==> config.mk <==
export PLATFORM = sky130hd
export DESIGN_NAME = biquad8_coeff_loader
export DESIGN_NICKNAME = d
export VERILOG_FILES = /design/src/rtl/biquad8_pkg.sv /design/src/rtl/wb_single_write.sv /design/src/rtl/biquad8_coeff_loader.sv
export SDC_FILE = /design/constraint.sdc
export NUM_CORES = 1
export LEC_CHECK = 0
export ABC_CLOCK_PERIOD_IN_PS = 6170
export BUFFER_PORTS_ARGS = -buffer_cell sky130_fd_sc_hd__buf_2
export CAP_MARGIN = 20
export CORE_ASPECT_RATIO = 1.4
export CORE_MARGIN = 2
export CORE_UTILIZATION = 45
export DETAILED_ROUTE_END_ITERATION = 16
export PLACE_DENSITY = 0.75
export SYNTH_ARGS = -nofsm -noshare
export SYNTH_HDL_FRONTEND = slang
export SYNTH_HIERARCHICAL = 1
export SYNTH_SLANG_ARGS = --single-unit
==> constraint.sdc <==
create_clock -name wb_clk_i -period 6.17 [get_ports wb_clk_i]
set_clock_uncertainty 0.1 [all_clocks]
set_input_delay 1.851 -clock wb_clk_i [delete_from_list [all_inputs] [get_ports wb_clk_i]]
set_output_delay 1.851 -clock wb_clk_i [all_outputs]
set_load 0.01 [all_outputs]
==> src/rtl/biquad8_pkg.sv <==
// Shared biquad8 register map, loader state encoding, bus payload types and payload helpers.
package biquad8_pkg;

    localparam int unsigned BQ_COEFF_BITS = 18;
    localparam int unsigned BQ_SEL_BITS   = 5;
    localparam int unsigned BQ_TBL_BITS   = BQ_SEL_BITS + BQ_COEFF_BITS;
    localparam int unsigned WB_ADR_BITS   = 7;
    localparam int unsigned WB_DAT_BITS   = 32;
    localparam int unsigned WB_SEL_BITS   = 4;

    localparam logic [WB_ADR_BITS-1:0] BQ_ADR_UPDATE  = 7'h00;
    localparam logic [WB_ADR_BITS-1:0] BQ_ADR_FIR     = 7'h04;
    localparam logic [WB_ADR_BITS-1:0] BQ_ADR_IIR     = 7'h08;
    localparam logic [WB_ADR_BITS-1:0] BQ_ADR_POLEFIR = 7'h10;
    localparam logic [WB_ADR_BITS-1:0] BQ_ADR_MASK    = 7'h70;

    typedef enum logic [2:0] {
        LS_IDLE, LS_FETCH, LS_LATCH, LS_WRITE, LS_GAP, LS_UPD, LS_UPDGAP, LS_DONE
    } loader_state_t;

    typedef struct packed {
        logic [BQ_SEL_BITS-1:0]   reg_sel;
        logic [BQ_COEFF_BITS-1:0] coeff;
    } bq_tbl_entry_t;

    typedef struct packed {
        logic [WB_ADR_BITS-1:0] adr;
        logic [WB_DAT_BITS-1:0] dat;
        logic [WB_SEL_BITS-1:0] sel;
    } wb_wr_t;

    function automatic wb_wr_t bq_coeff_write(input bq_tbl_entry_t e);
        wb_wr_t w;
        w.adr = {e.reg_sel, 2'b00};
        w.dat = WB_DAT_BITS'(e.coeff);
        w.sel = 4'hF;
        return w;
    endfunction

    function automatic wb_wr_t bq_update_write();
        wb_wr_t w;
        w.adr = BQ_ADR_UPDATE;
        w.dat = 32'h1;
        w.sel = 4'h1;
        return w;
    endfunction

endpackage

==> src/rtl/wb_single_write.sv <==
// One Wishbone write: holds the payload with cyc/stb up until ack, err/rty or wait timeout.
module wb_single_write
    import biquad8_pkg::*;
#(
    parameter int unsigned TIMEOUT = 255
) (
    input  logic                   clk,
    input  logic                   rst,
    input  logic                   i_start,
    input  wb_wr_t                 i_req,
    input  logic                   i_ack,
    input  logic                   i_err,
    input  logic                   i_rty,
    output logic                   o_cyc,
    output logic                   o_stb,
    output logic                   o_we,
    output logic [WB_ADR_BITS-1:0] o_adr,
    output logic [WB_DAT_BITS-1:0] o_dat,
    output logic [WB_SEL_BITS-1:0] o_sel,
    output logic                   o_ok_c,
    output logic                   o_fail_c
);

    localparam int unsigned CNT_W = $clog2(TIMEOUT);

    logic             r_stb;
    logic [CNT_W-1:0] r_wait;
    wb_wr_t           r_req;
    logic             w_bad;
    logic             w_timeout;

    // Error beats ack; the timeout fires on the last allowed wait cycle without ack.
    assign w_bad     = r_stb & (i_err | i_rty);
    assign w_timeout = r_stb & ~i_ack & ~w_bad & (r_wait == CNT_W'(TIMEOUT - 1));
    assign o_ok_c    = r_stb & i_ack & ~w_bad;
    assign o_fail_c  = w_bad | w_timeout;

    always_ff @(posedge clk) begin
        if (rst) begin
            r_stb  <= 1'b0;
            r_wait <= '0;
            r_req  <= '0;
        end else if (i_start) begin
            r_stb  <= 1'b1;
            r_wait <= '0;
            r_req  <= i_req;
        end else if (r_stb) begin
            if (o_ok_c || o_fail_c) begin
                r_stb <= 1'b0;
            end else begin
                r_wait <= r_wait + CNT_W'(1);
            end
        end
    end

    assign o_cyc = r_stb;
    assign o_stb = r_stb;
    assign o_we  = r_stb;
    assign o_adr = r_req.adr;
    assign o_dat = r_req.dat;
    assign o_sel = r_req.sel;

endmodule

==> src/rtl/biquad8_coeff_loader.sv <==
// Walks a coefficient table, writes each entry to a biquad8 over Wishbone, then commits via UPDATE.
module biquad8_coeff_loader
    import biquad8_pkg::*;
#(
    parameter int unsigned NENTRY  = 16,
    parameter int unsigned TIMEOUT = 255,
    parameter int unsigned TBLBITS = (NENTRY > 1) ? $clog2(NENTRY) : 1
) (
    input  logic                   wb_clk_i,
    input  logic                   wb_rst_i,
    input  logic                   start_i,
    output logic [TBLBITS-1:0]     tbl_adr_o,
    input  logic [BQ_TBL_BITS-1:0] tbl_dat_i,
    output logic                   wb_cyc_o,
    output logic                   wb_stb_o,
    output logic                   wb_we_o,
    output logic [WB_ADR_BITS-1:0] wb_adr_o,
    output logic [WB_DAT_BITS-1:0] wb_dat_o,
    output logic [WB_SEL_BITS-1:0] wb_sel_o,
    input  logic                   wb_ack_i,
    input  logic                   wb_err_i,
    input  logic                   wb_rty_i,
    output logic                   busy_o,
    output logic                   done_o,
    output logic                   err_o
);

    localparam logic [2:0] S_IDLE   = LS_IDLE;
    localparam logic [2:0] S_FETCH  = LS_FETCH;
    localparam logic [2:0] S_LATCH  = LS_LATCH;
    localparam logic [2:0] S_WRITE  = LS_WRITE;
    localparam logic [2:0] S_GAP    = LS_GAP;
    localparam logic [2:0] S_UPD    = LS_UPD;
    localparam logic [2:0] S_UPDGAP = LS_UPDGAP;
    localparam logic [2:0] S_DONE   = LS_DONE;

    logic [2:0]         r_state;
    logic [2:0]         w_state_nxt;
    logic [TBLBITS-1:0] r_idx;
    logic [TBLBITS-1:0] w_idx_nxt;
    logic               r_busy;
    logic               r_done;
    logic               r_err;
    logic               w_err_nxt;
    logic               w_start;
    wb_wr_t             w_req;
    bq_tbl_entry_t      w_entry;
    logic               w_ok;
    logic               w_fail;

    assign w_entry = bq_tbl_entry_t'(tbl_dat_i);

    always_ff @(posedge wb_clk_i) begin
        if (wb_rst_i) begin
            r_state <= S_IDLE;
            r_idx   <= '0;
            r_busy  <= 1'b0;
            r_done  <= 1'b0;
            r_err   <= 1'b0;
        end else begin
            r_state <= w_state_nxt;
            r_idx   <= w_idx_nxt;
            r_err   <= w_err_nxt;
            r_done  <= (w_state_nxt == S_DONE);
            r_busy  <= (w_state_nxt != S_IDLE) && (w_state_nxt != S_DONE);
        end
    end

    // A reg_sel of zero marks the end of the table: skip straight to the commit write.
    always_comb begin
        w_state_nxt = r_state;
        w_idx_nxt   = r_idx;
        w_err_nxt   = r_err;
        w_start     = 1'b0;
        w_req       = bq_update_write();
        case (r_state)
            S_IDLE: begin
                if (start_i) begin
                    w_state_nxt = S_FETCH;
                    w_idx_nxt   = '0;
                    w_err_nxt   = 1'b0;
                end
            end
            S_FETCH: w_state_nxt = S_LATCH;
            S_LATCH: begin
                w_start = 1'b1;
                if (w_entry.reg_sel == '0) begin
                    w_state_nxt = S_UPD;
                end else begin
                    w_state_nxt = S_WRITE;
                    w_req       = bq_coeff_write(w_entry);
                end
            end
            S_WRITE: begin
                if (w_fail) begin
                    w_state_nxt = S_DONE;
                    w_err_nxt   = 1'b1;
                end else if (w_ok) begin
                    w_state_nxt = S_GAP;
                end
            end
            S_GAP: begin
                if (r_idx < TBLBITS'(NENTRY - 1)) begin
                    w_state_nxt = S_FETCH;
                    w_idx_nxt   = r_idx + TBLBITS'(1);
                end else begin
                    w_state_nxt = S_UPD;
                    w_start     = 1'b1;
                end
            end
            S_UPD: begin
                if (w_fail) begin
                    w_state_nxt = S_DONE;
                    w_err_nxt   = 1'b1;
                end else if (w_ok) begin
                    w_state_nxt = S_UPDGAP;
                end
            end
            S_UPDGAP: w_state_nxt = S_DONE;
            S_DONE:   w_state_nxt = S_IDLE;
            default:  w_state_nxt = S_IDLE;
        endcase
    end

    wb_single_write #(.TIMEOUT(TIMEOUT)) u_wr (
        .clk      (wb_clk_i),
        .rst      (wb_rst_i),
        .i_start  (w_start),
        .i_req    (w_req),
        .i_ack    (wb_ack_i),
        .i_err    (wb_err_i),
        .i_rty    (wb_rty_i),
        .o_cyc    (wb_cyc_o),
        .o_stb    (wb_stb_o),
        .o_we     (wb_we_o),
        .o_adr    (wb_adr_o),
        .o_dat    (wb_dat_o),
        .o_sel    (wb_sel_o),
        .o_ok_c   (w_ok),
        .o_fail_c (w_fail)
    );

    assign tbl_adr_o = r_idx;
    assign busy_o    = r_busy;
    assign done_o    = r_done;
    assign err_o     = r_err;

endmodule
==> metrics.md <==
| Metric | Value |
|---|---|
| Min Hold Slack | `358 ps` |
| Post-CTS setup buffers | `0` |
| Final setup viols | `0` |
| Leakage | `1.49 nW` |
| Critical Path Fanout Max | `3` |
| Vias per cell | `4.96` |
| Placed cells | `440` |
| Final Wtd Congestion | `0.795` |
| Core area | `6130 um^2` |
| Initial antenna violation count | `0` |
| Io pins | `82` |
| Area contributors post-synth | `dfxtp_1 44%, mux2i_1 16%, nor2_1 7.4%` |
| Setup TNS | `0 ps` |
| Min Clock Period, post-route | `3410 ps` |
| Post-DRT Antenna Nets | `0` |
| Worst-Skew Late Latency | `340 ps` |
| Netlist cell types | `53` |
| Fraction of registers with async set/reset | `0` |
| All-layer global routing usage | `0.178` |
| First-pass GRT wire length | `9.81 mm` |
| Cell row count | `34` |
| Total CTS buffers | `9` |
| Crit path cell chain | `buf_2 > nor4bb_1 > nor2b_1 > a221oi_4 > o211a_1 > a221oi_2` |
| CP arrival | `3570 ps` |
| Post-Layout Cell Count | `456` |
| Number of DRC markers in iteration 0 | `111` |
| Switch Pwr | `0.000236 W` |
| Die Y | `97.3 um` |
| Max frequency | `0.293 GHz` |
| Net count reported at finish | `411` |
| Area Overhead vs Synth | `24.0%` |
| Setup CP Type | `primary input to flop` |
| Cells after Synth | `289` |
| Actual slew at the worst max-slew pin | `1000 ps` |
| Post-cts resize count | `0` |
| CP endpoint kind | `flop` |
| Root buffer cell | `clkbuf_8` |
| Pre-Repair DR Iteration Count | `4` |
| Type of the most critical hold path | `flop to flop` |
| Syn Area/Cell | `9.68 um^2` |
| Antenna Cells | `0` |
| Ratio of final minimum period to clock period | `0.553` |
| Register area share after synthesis | `0.444` |
| PD cells | `258 nW/um^2` |
| Kind of start point of the critical path | `primary input` |
| I/O Buffers | `81` |
| Die width | `70.6 um` |
| Most used DFF post-synth | `dfxtp_1` |
| Clock Power Share | `0.413` |
| TritonCTS clock tree | `done` |
| Switch share | `0.265` |
| Yosys warns | `6` |
| Flop pwr share | `0.472` |
| Max transition margin | `0.330` |
| Number of synthesized flops with an enable pin | `0` |
| Max Slew Vio Count | `0` |
| Die area | `6870 um^2` |
| Top-area cell type share of the netlist area | `0.444` |
| CP max stage delay | `650 ps` |
| Hold_buf cts | `0` |
| Fin. Hold Viols | `0` |
| Yosys top cell by area | `dfxtp_1` |
| Syn Std Cell Area | `2800 um^2` |
| Internal power | `0.000657 W` |
| Status | `complete, no violations` |
| Number of global-route vias before repair | `2210` |
| Final WL | `5.74 mm` |
| Largest net degree at the start of global routing | `57` |
| Max-Cap Viols | `0` |
| Total grt overflow | `0` |
| Sink Count | `62` |
| Layout cells sized above 1 | `0.299` |
| Vias | `2263` |
| RSZ-0062 raised after global routing | `false` |
| Peak supply drop | `0.144 mV` |
| DRC viols | `0` |
| Longest Clk Path Bufs | `2` |
| Clock transition at path regs | `70 ps` |
| Starting Density | `0.456` |
| Combinational Power Share | `0.115` |
| Yosys reg bits | `62` |
| Required time worst endpoint | `6330 ps` |
| DR WL/cell | `12.6 um` |
| H-tree levels | `3` |
| CP max-delay cell | `nor4bb_1` |
| DPL Wire Length | `3.96 mm` |
## stage by stage
stage / setup slack (ps) / total power (W) / cell area [um^2] / utilization
2_1_floorplan: 2730 / 0.000505 / 2850 / -
3_3_place_gp: 2480 / 0.000532 / 3260 / 0.532
3_5_place_dp: 2400 / 0.000533 / 3260 / 0.532
4_1_cts: 2760 / 0.000901 / 3470 / 0.566
5_1_grt: 2570 / 0.000928 / 3470 / 0.566
6_report: 2760 / 0.000893 / 3470 / 0.566
## critical path: cells and delay by family
family | cells | cell delay, ps
AND/OR/NAND/NOR | 2 | 980
buffers and inverters | 1 | 120
AO/OA/AOI/OAI | 3 | 610
## metal layers
metal / routed length (um) / track usage / vias up / share of wire
li1: - / - / 1166 / -
met1: 2500 / 0.202 / 1029 / 0.44
met2: 2850 / 0.302 / 59 / 0.50
met3: 264 / 0.0332 / 9 / 0.046
met4: 115 / 0.109 / 0 / 0.020
met5: 0 / 0 / - / 0
## sequential cells by signal (all words and copies together) (netlist names)
| name | cells |
|---|---|
| u_wr/o_adr | 7 |
| r_state | 3 |
| done_o | 1 |
| u_wr/o_sel | 4 |
| busy_o | 1 |
| u_wr/o_cyc | 1 |
| tbl_adr_o | 4 |
| u_wr/r_wait | 8 |
| u_wr/o_dat | 32 |
| err_o | 1 |
## power groups by stage
stage	Sequential (W)	Combinational, W	Clock [W]
2_1_floorplan	0.000431	0.0000740	0
3_3_place_gp	0.000430	0.000102	0
3_5_place_dp	0.000431	0.000103	0
4_1_cts	0.000421	0.000103	0.000377
5_1_grt	0.000423	0.000113	0.000392
6_report	0.000421	0.000103	0.000369
## area by class of cell
class / instances / area, um^2
clock buffer: 10 / 138
fill: 569 / 2660
inverter: 5 / 18.8
tap: 72 / 90.1
timing repair buffer: 82 / 413
multi-input combinational: 219 / 1500
sequential: 62 / 1240
clock inverter: 6 / 70.1
## cells by family after synthesis
family | Yosys count | share of synthesized area
simple gates | 119 | 0.225
flops | 62 | 0.444
mux | 44 | 0.157
compound gates | 32 | 0.0998
buf+inv | 23 | 0.0452
xor+xnor | 4 | 0.0125
fa+ha+maj | 3 | 0.0134
other cells | 2 | 0.00269
## final timing paths
path / from / endpoint / slack [ps] / cells after the start
hold reg to reg: err_o / err_o / 360 / 2
setup / recovery: wb_rty_i / busy_o / 2760 / 6
hold / removal: err_o / err_o / 360 / 2
setup reg to reg: r_state[2] / u_wr/o_dat[6] / 3540 / 5
## cells in the mapped netlist (all sizes together) (3+ instances only)
cell type and number:
a221oi 3, or3 4, clkbuf 4, nand2 9
and2 24, nand3 6, nand4 5, buf 14
a211oi 3, inv 5, ha 3, nor3 3
a21oi 7, dfxtp 62, nor2 56, mux2i 44
o21ai 5
## layout by cell type (no fill, tap or decap), drive strengths merged, types with 2 or more instances in the layout
cell type / n
nor2: 56
mux2i: 44
nand3: 6
ha: 3
clkbuf: 10
nor4b: 2
o211ai: 2
buf: 82
dfxtp: 62
nor3b: 2
and2: 24
a221oi: 3
nor3: 3
o31ai: 2
or3: 4
a211oi: 3
or4: 2
conb: 17
xor2: 2
nand2: 9
o21ai: 5
xnor2: 2
nand4: 5
inv: 6
clkinvlp: 3
a21oi: 7
(Power assumes the default switching activity.)
